===== config.mk =====
export PLATFORM = sky130hd
export DESIGN_NAME = m_seven_seg_scanner
export DESIGN_NICKNAME = d
export VERILOG_FILES = /design/src/rtl/m_seven_seg_scanner.sv
export SDC_FILE = /design/constraint.sdc
export NUM_CORES = 1
export LEC_CHECK = 0
export ABC_AREA = 1
export CAP_MARGIN = 5
export CORE_AREA = 8 8 107 109
export CTS_CLUSTER_DIAMETER = 30
export DETAILED_ROUTE_END_ITERATION = 12
export DIE_AREA = 0 0 115 117
export GPL_ROUTABILITY_DRIVEN = 0
export GPL_TIMING_DRIVEN = 0
export SYNTH_ARGS = -nofsm -noshare
export SYNTH_HDL_FRONTEND = slang
export SYNTH_SLANG_ARGS = --single-unit

===== constraint.sdc =====
create_clock -name clk -period 2.8 [get_ports clk]
set_input_delay 0.42 -clock clk [delete_from_list [all_inputs] [get_ports clk]]
set_output_delay 0.42 -clock clk [all_outputs]
set_load 0.01 [all_outputs]

===== src/rtl/m_seven_seg_scanner.sv =====
// m_seven_seg_scanner: time-multiplexed driver for common-anode 7-seg digits.
// Ports: clk/rst, en, load+value+dp_mask, digit_en -> nibble_out/seg_in
//   decoder loop, registered seg/an, load_ack and frame_done pulses.
module m_seven_seg_scanner #(
  parameter int NUM_DIGITS   = 4,
  parameter int REFRESH_DIV  = 100000,
  parameter int BLANK_CYCLES = 16
) (
  input  logic                    clk,
  input  logic                    rst,
  input  logic                    en,
  input  logic                    load,
  input  logic [4*NUM_DIGITS-1:0] value,
  input  logic [NUM_DIGITS-1:0]   dp_mask,
  input  logic [NUM_DIGITS-1:0]   digit_en,
  output logic [3:0]              nibble_out,
  input  logic [7:0]              seg_in,
  output logic [7:0]              seg,
  output logic [NUM_DIGITS-1:0]   an,
  output logic                    load_ack,
  output logic                    frame_done
);

  localparam int CW = $clog2(REFRESH_DIV);
  localparam int DW = (NUM_DIGITS > 1) ? $clog2(NUM_DIGITS) : 1;

  localparam logic [CW-1:0] BLANK_LAST = CW'(BLANK_CYCLES - 1);
  localparam logic [CW-1:0] SHOW_LAST  =
    CW'(REFRESH_DIV - BLANK_CYCLES - 1);
  localparam logic [DW-1:0] DIG_LAST   = DW'(NUM_DIGITS - 1);

  typedef enum logic [1:0] {
    S_IDLE,
    S_BLANK,
    S_SHOW
  } state_t;

  state_t                  state_q, state_d;
  logic [DW-1:0]           digit_q, digit_d;
  logic [CW-1:0]           cnt_q, cnt_d;
  logic [7:0]              seg_q, seg_d;
  logic [NUM_DIGITS-1:0]   an_q, an_d;
  logic                    ack_q, ack_d;
  logic                    fd_q, fd_d;

  logic [4*NUM_DIGITS-1:0] disp_q, disp_d;
  logic [NUM_DIGITS-1:0]   disp_dp_q, disp_dp_d;
  logic [4*NUM_DIGITS-1:0] pend_q, pend_d;
  logic [NUM_DIGITS-1:0]   pend_dp_q, pend_dp_d;
  logic                    pend_valid_q, pend_valid_d;

  logic                    commit;
  logic [3:0]              nib_sel;
  logic                    dp_sel;

  // Current digit's nibble and decimal-point bit out of the display word.
  always_comb begin
    nib_sel = 4'h0;
    dp_sel  = 1'b0;
    for (int i = 0; i < NUM_DIGITS; i++) begin
      if (digit_q == DW'(i)) begin
        nib_sel = disp_q[4*i +: 4];
        dp_sel  = disp_dp_q[i];
      end
    end
  end

  assign nibble_out = nib_sel;

  // Scan sequencing: IDLE -> (BLANK -> SHOW) per digit, wrapping per frame.
  always_comb begin
    state_d = state_q;
    digit_d = digit_q;
    cnt_d   = cnt_q;
    seg_d   = seg_q;
    fd_d    = 1'b0;
    commit  = 1'b0;
    unique case (state_q)
      S_IDLE: begin
        commit  = 1'b1;
        seg_d   = 8'hFF;
        digit_d = '0;
        cnt_d   = '0;
        if (en) begin
          state_d = S_BLANK;
        end
      end
      S_BLANK: begin
        if (!en) begin
          state_d = S_IDLE;
          digit_d = '0;
          cnt_d   = '0;
          seg_d   = 8'hFF;
        end else if (cnt_q == BLANK_LAST) begin
          // Latch the pattern while dark so SHOW starts clean.
          seg_d   = {seg_in[7] & ~dp_sel, seg_in[6:0]};
          state_d = S_SHOW;
          cnt_d   = '0;
        end else begin
          cnt_d = cnt_q + CW'(1);
        end
      end
      S_SHOW: begin
        if (!en) begin
          state_d = S_IDLE;
          digit_d = '0;
          cnt_d   = '0;
          seg_d   = 8'hFF;
        end else if (cnt_q == SHOW_LAST) begin
          state_d = S_BLANK;
          cnt_d   = '0;
          if (digit_q == DIG_LAST) begin
            digit_d = '0;
            fd_d    = 1'b1;
            // New frame: swap in pending so every digit shows it.
            commit  = 1'b1;
          end else begin
            digit_d = digit_q + DW'(1);
          end
        end else begin
          cnt_d = cnt_q + CW'(1);
        end
      end
      default: begin
        state_d = S_IDLE;
        digit_d = '0;
        cnt_d   = '0;
        seg_d   = 8'hFF;
      end
    endcase
  end

  // Anodes follow the next state so they line up with state_q.
  always_comb begin
    an_d = '1;
    for (int i = 0; i < NUM_DIGITS; i++) begin
      if ((state_d == S_SHOW) && (digit_d == DW'(i)) && digit_en[i]) begin
        an_d[i] = 1'b0;
      end
    end
  end

  // Pending/display buffering; a coincident load lands after the commit.
  always_comb begin
    disp_d       = disp_q;
    disp_dp_d    = disp_dp_q;
    pend_d       = pend_q;
    pend_dp_d    = pend_dp_q;
    pend_valid_d = pend_valid_q;
    ack_d        = 1'b0;
    if (commit && pend_valid_q) begin
      disp_d       = pend_q;
      disp_dp_d    = pend_dp_q;
      pend_valid_d = 1'b0;
      ack_d        = 1'b1;
    end
    if (load) begin
      pend_d       = value;
      pend_dp_d    = dp_mask;
      pend_valid_d = 1'b1;
    end
  end

  always_ff @(posedge clk or posedge rst) begin
    if (rst) begin
      state_q      <= S_IDLE;
      digit_q      <= '0;
      cnt_q        <= '0;
      seg_q        <= 8'hFF;
      an_q         <= '1;
      ack_q        <= 1'b0;
      fd_q         <= 1'b0;
      disp_q       <= '0;
      disp_dp_q    <= '0;
      pend_q       <= '0;
      pend_dp_q    <= '0;
      pend_valid_q <= 1'b0;
    end else begin
      state_q      <= state_d;
      digit_q      <= digit_d;
      cnt_q        <= cnt_d;
      seg_q        <= seg_d;
      an_q         <= an_d;
      ack_q        <= ack_d;
      fd_q         <= fd_d;
      disp_q       <= disp_d;
      disp_dp_q    <= disp_dp_d;
      pend_q       <= pend_d;
      pend_dp_q    <= pend_dp_d;
      pend_valid_q <= pend_valid_d;
    end
  end

  assign seg        = seg_q;
  assign an         = an_q;
  assign load_ack   = ack_q;
  assign frame_done = fd_q;

endmodule

# == Word level (Yosys, flattened, before mapping) ==
# Index checks and enable logic that the tools add are counted.
# classes
magnitude_cmp,0
shifts,0
n_eq_ne,13
addsub,2
reduce_logical,14
muxes,40
bitwise,2
mul,0
div,0
# ops
operator,count
17-bit two-way mux,4
17-bit case mux with 2 select lines,1
8-bit two-way mux,3
2-bit two-way mux,9
17-bit by 1-bit adder with 17-bit output (second input constant),1
17-bit == test (second input constant),1
17-bit by 4-bit == test with 1-bit output (second input constant),1
4-bit two-way mux,4
8-bit case mux with 2 select lines,1
1-bit two-way mux,15
2-bit == test (second input constant),6
1-bit logical AND,9
2-bit by 1-bit == test with 1-bit output (second input constant),3
2-bit logical NOT,3
2-bit case mux with 3 select lines,1
2-bit case mux with 2 select lines,1
3-bit != test (second input constant),1
2-bit by 1-bit adder with 2-bit output (second input constant),1
2-bit != test (second input constant),1
1-bit case mux with 2 select lines,1
2-bit AND reduction,1
2-bit nonzero test,1
1-bit bitwise AND,1
1-bit NOT,1
# word_totals
register_bits,76
word_cells,83
latch_bits,0
mem_bits_rw,0
memories,0
inputBits,36
out_inout_bits,18
rom_bits,0

# == Longest topological paths before layout ==
# depth
depth_word,10
depth_mapped,13
depth_no_buf,13

# == Worst setup path after synthesis ==
# No wires, ideal clock.
# synth_timing
path_type,register -> output
from,register digit_q[0]
to,output nibble_out[2]
path_slack_ns,1.099
path_stages_with_launch,7
t_arrival_ns,1.281
n_path_buf,0
required_ns,2.380
path_cell_list,dfrtp_1 ha_1 inv_1 nand2_1 inv_1 a221oi_1 o31ai_1
# synth_between
elab_chain_cells,5
word_cells_on_any_way,8
classes_between,eq/ne (3); mux (4); reduce/logical (1)
# synth_rtl
item,line,rtl
"start, declared",39,"logic [DW-1:0] digit_q, digit_d;"
"start signal, assigned",180,digit_q <= digit_d;
2-bit logical NOT,61,if (digit_q == DW'(i)) begin
4-bit two-way mux (3 in series),61,
4-bit two-way mux (*),61,
"end, declared",16,"output logic [3:0] nibble_out,"
# Mark *: on every way between the ends. The rest lies on a longest branch, timed or not.

# == Final worst setup path ==
# layout_timing
from,register digit_q[1]
to,output nibble_out[1]
# Same word-level chain as after synthesis.

==> flow_metrics.env <==
export IMPL_grt_pass1_vias=2920
export IMPL_synth_warnings=0
export IMPL_setup_ws_ps=195
export IMPL_period_minus_slack_ps=2610
export IMPL_cts_buffers=9
export IMPL_post_place_ws_ps=407
export IMPL_rsz0062_at_grt="false"
export IMPL_tritoncts="yes"
export IMPL_vias_per_cell=4.49
export IMPL_ios=54
export IMPL_postRouteAntennaNets=0
export IMPL_critPathKind="reg -> out"
export IMPL_grt_max_degree=73
export IMPL_seqPwrFrac_pct=43.5
export IMPL_ff2ff_setup_slack_ps=870
export IMPL_timing_rr_end="cnt_q[6]$_DFF_PP0_"
export IMPL_drt_wl_total_mm=7.63
export IMPL_worstSkewPairLatency_ps=340
export IMPL_wl_per_cell_um=12.2
export IMPL_hold_slack_ps=295
export IMPL_antenna_cells=0
export IMPL_cts_sinks=76
export IMPL_r2r_cells=9
export IMPL_fin_crit_sh_pct=93.0
export IMPL_syn_inst=420
export IMPL_die_area_mm2=0.0135
export IMPL_htreeDepth=3
export IMPL_power_density_mw_per_mm2=737
export IMPL_yosysUniqueCellTypes=37
export IMPL_io_buffers=53
export IMPL_route_detailed_drc=0
export IMPL_crit_start="digit_q[1]$_DFF_PP0_"
export IMPL_num_vias=2808
export IMPL_required_ps=2380
export IMPL_grt_ovfl_total=0
export IMPL_crit_path_start_kind="flop"
export IMPL_internal_power_mw=2.35
export IMPL_fillCellCount=1017
export IMPL_final_max_slew_violation_count=0
export IMPL_end_kind="primary output"
export IMPL_synth_seq_cells=76
export IMPL_clk_path_buf_depth=2
export IMPL_power_net_switching_mw=1.07
export IMPL_crit_path_max_fanout=7
export IMPL_clockPowerShare_pct=27.2
export IMPL_antenna_found_initial=0
export IMPL_grt_first_pass_wirelength_mm=13.3
export IMPL_finalHoldViolCount=0
export IMPL_synth_area_mm2=0.00369
export IMPL_setup_violations_final=0
export IMPL_fp_dieH_um=117
export IMPL_drtIter0Drc=111
export IMPL_rr_startpoint="state_q[1]$_DFF_PP0_"
export IMPL_core_mm2=0.00991
export IMPL_p_comb_share_pct=29.2
export IMPL_min_path_type="in -> async"
export IMPL_max_freq_mhz=384
export IMPL_ir_drop_uv=357
export IMPL_status="finished clean"
export IMPL_drive_above_1_share_pct=18.0
export IMPL_post_route_util_pct=46.9
export IMPL_power_mw=3.42
export IMPL_slew_headroom_pct=69.4
export IMPL_sw_frac_of_total_pct=31.4
export IMPL_skew_ps=7.40
export IMPL_setup_tns_ps=0
export IMPL_syn_nets=465
export IMPL_tightest_slew_ps=459
export IMPL_start_util_pct=37.2
export IMPL_hpwl_mm=5.66
export IMPL_first_pass_iters=4
export IMPL_grtUsageTotal_pct=12.4
export IMPL_cts_root_buffer_cell="clkbuf_8"
export IMPL_cp_arrival_ps=2190
export IMPL_cts_clk_slew_worst_paths_ps=80
export IMPL_rows=37
export IMPL_post_cts_buffers=0
export IMPL_p_leak_nw=2.12
export IMPL_areaGrowthSynthToFinish_pct=26.0
export IMPL_die_w_um=115
export IMPL_syn_area_per_cell_um2=8.78
export IMPL_yosysSeqAreaShare_pct=52.0
export IMPL_maxCapViolations=0
export IMPL_fin_nets=530
power groups by stage:
stage,Sequential [mW],Clock (mW),Combinational (mW)
2_1_floorplan,1.51,0,0.643
3_3_place_gp,1.50,0,1.01
3_5_place_dp,1.51,0,1.03
4_1_cts,1.49,0.959,1.02
5_1_grt,1.52,1.01,1.12
6_report,1.49,0.933,1.00
cell usage after synthesis (all sizes together):
cell,number,area share [%]
a21boi,2,0.41
a21oi,12,2.0
a221oi,1,0.24
a31o,1,0.24
a31oi,2,0.34
and3,1,0.17
buf,7,1.9
clkbuf,4,0.41
dfrtp,64,43
dfstp,12,8.5
ha,9,3.1
inv,58,5.9
nand2,111,13
nand3,13,1.9
nand4,2,0.34
nor2,56,6.3
nor3,2,0.41
nor3b,4,0.95
o21ai,52,9.1
o21bai,1,0.20
o31ai,1,0.20
xnor2,2,0.47
xor2,3,0.71
layout by cell type (no fill, tap or decap), types with 12 or more instances in the layout:
| cell type | n |
|---|---|
| clkdlybuf4s50_1 | 52 |
| o21ai_0 | 32 |
| nand2_1 | 97 |
| dfstp_2 | 12 |
| inv_1 | 52 |
| dfrtp_1 | 63 |
| nand3_1 | 12 |
| o21ai_2 | 20 |
| nor2_1 | 51 |
worst max path at each step:
stage               slack [ps]                    to
floorplan                  460    cnt_q[0]$_DFF_PP0_
global placement          -830  state_q[0]$_DFF_PP0_
detailed placement         410         nibble_out[2]
CTS                         20         nibble_out[0]
global route                20         nibble_out[3]
finish                     190         nibble_out[1]
sequential cells by signal (all words and copies together), names as in the netlist:
register	cells
an	4
cnt_q	17
digit_q	2
disp_dp_q	4
disp_q	16
frame_done	1
load_ack	1
pend_dp_q	4
pend_q	16
pend_valid_q	1
seg	8
state_q	2
layer usage:
metal / track usage, % / wire [µm] / share of wire, %
met5: 0 / 0 / 0
met4: 4.73 / 67 / 0.88
met3: 3.80 / 365 / 4.8
met2: 20.4 / 3750 / 49
met1: 15.1 / 3440 / 45
timing repair:
item	CTS	global route
hold buffers	0	0
pin swaps	0	0
setup endpoints to repair	1	3
gates resized for setup	1	2
cloned	0	0
area by class of cell:
class                      count  area (µm²)  share of cell area, %
buffer                        11        83.8                   1.80
inverter                      58         220                   4.74
sequential                    76        1920                   41.3
timing repair buffer          54         557                   12.0
multi-input combinational    275        1470                   31.7
tap                          136         170                   3.66
clock inverter                 5        83.8                   1.80
clock buffer                  11         141                   3.04
cell families after synthesis:
kind of cell | Yosys count | synth area share (%)
compound gates | 72 | 12.8
xor+xnor | 5 | 1.19
fa+ha+maj | 9 | 3.05
buf+inv | 69 | 8.17
flops | 76 | 52.0
simple gates | 189 | 22.9
stage by stage:
step / area, µm² / std cells
2_1_floorplan: 3690 / 420
3_3_place_gp: 4390 / 609
3_5_place_dp: 4420 / 610
4_1_cts: 4640 / 626
5_1_grt: 4650 / 626
6_report: 4650 / 626
worst max-delay path, cell delays in order (launching register included):
cell,delay [ps]
dfrtp_2,410
inv_1,80
ha_2,220
inv_1,60
nand2_1,40
inv_1,110
nand2_1,70
nand2_1,70
nand2_1,50
a21oi_1,150
clkdlybuf4s50_1,570
(Power assumes the default switching activity.)
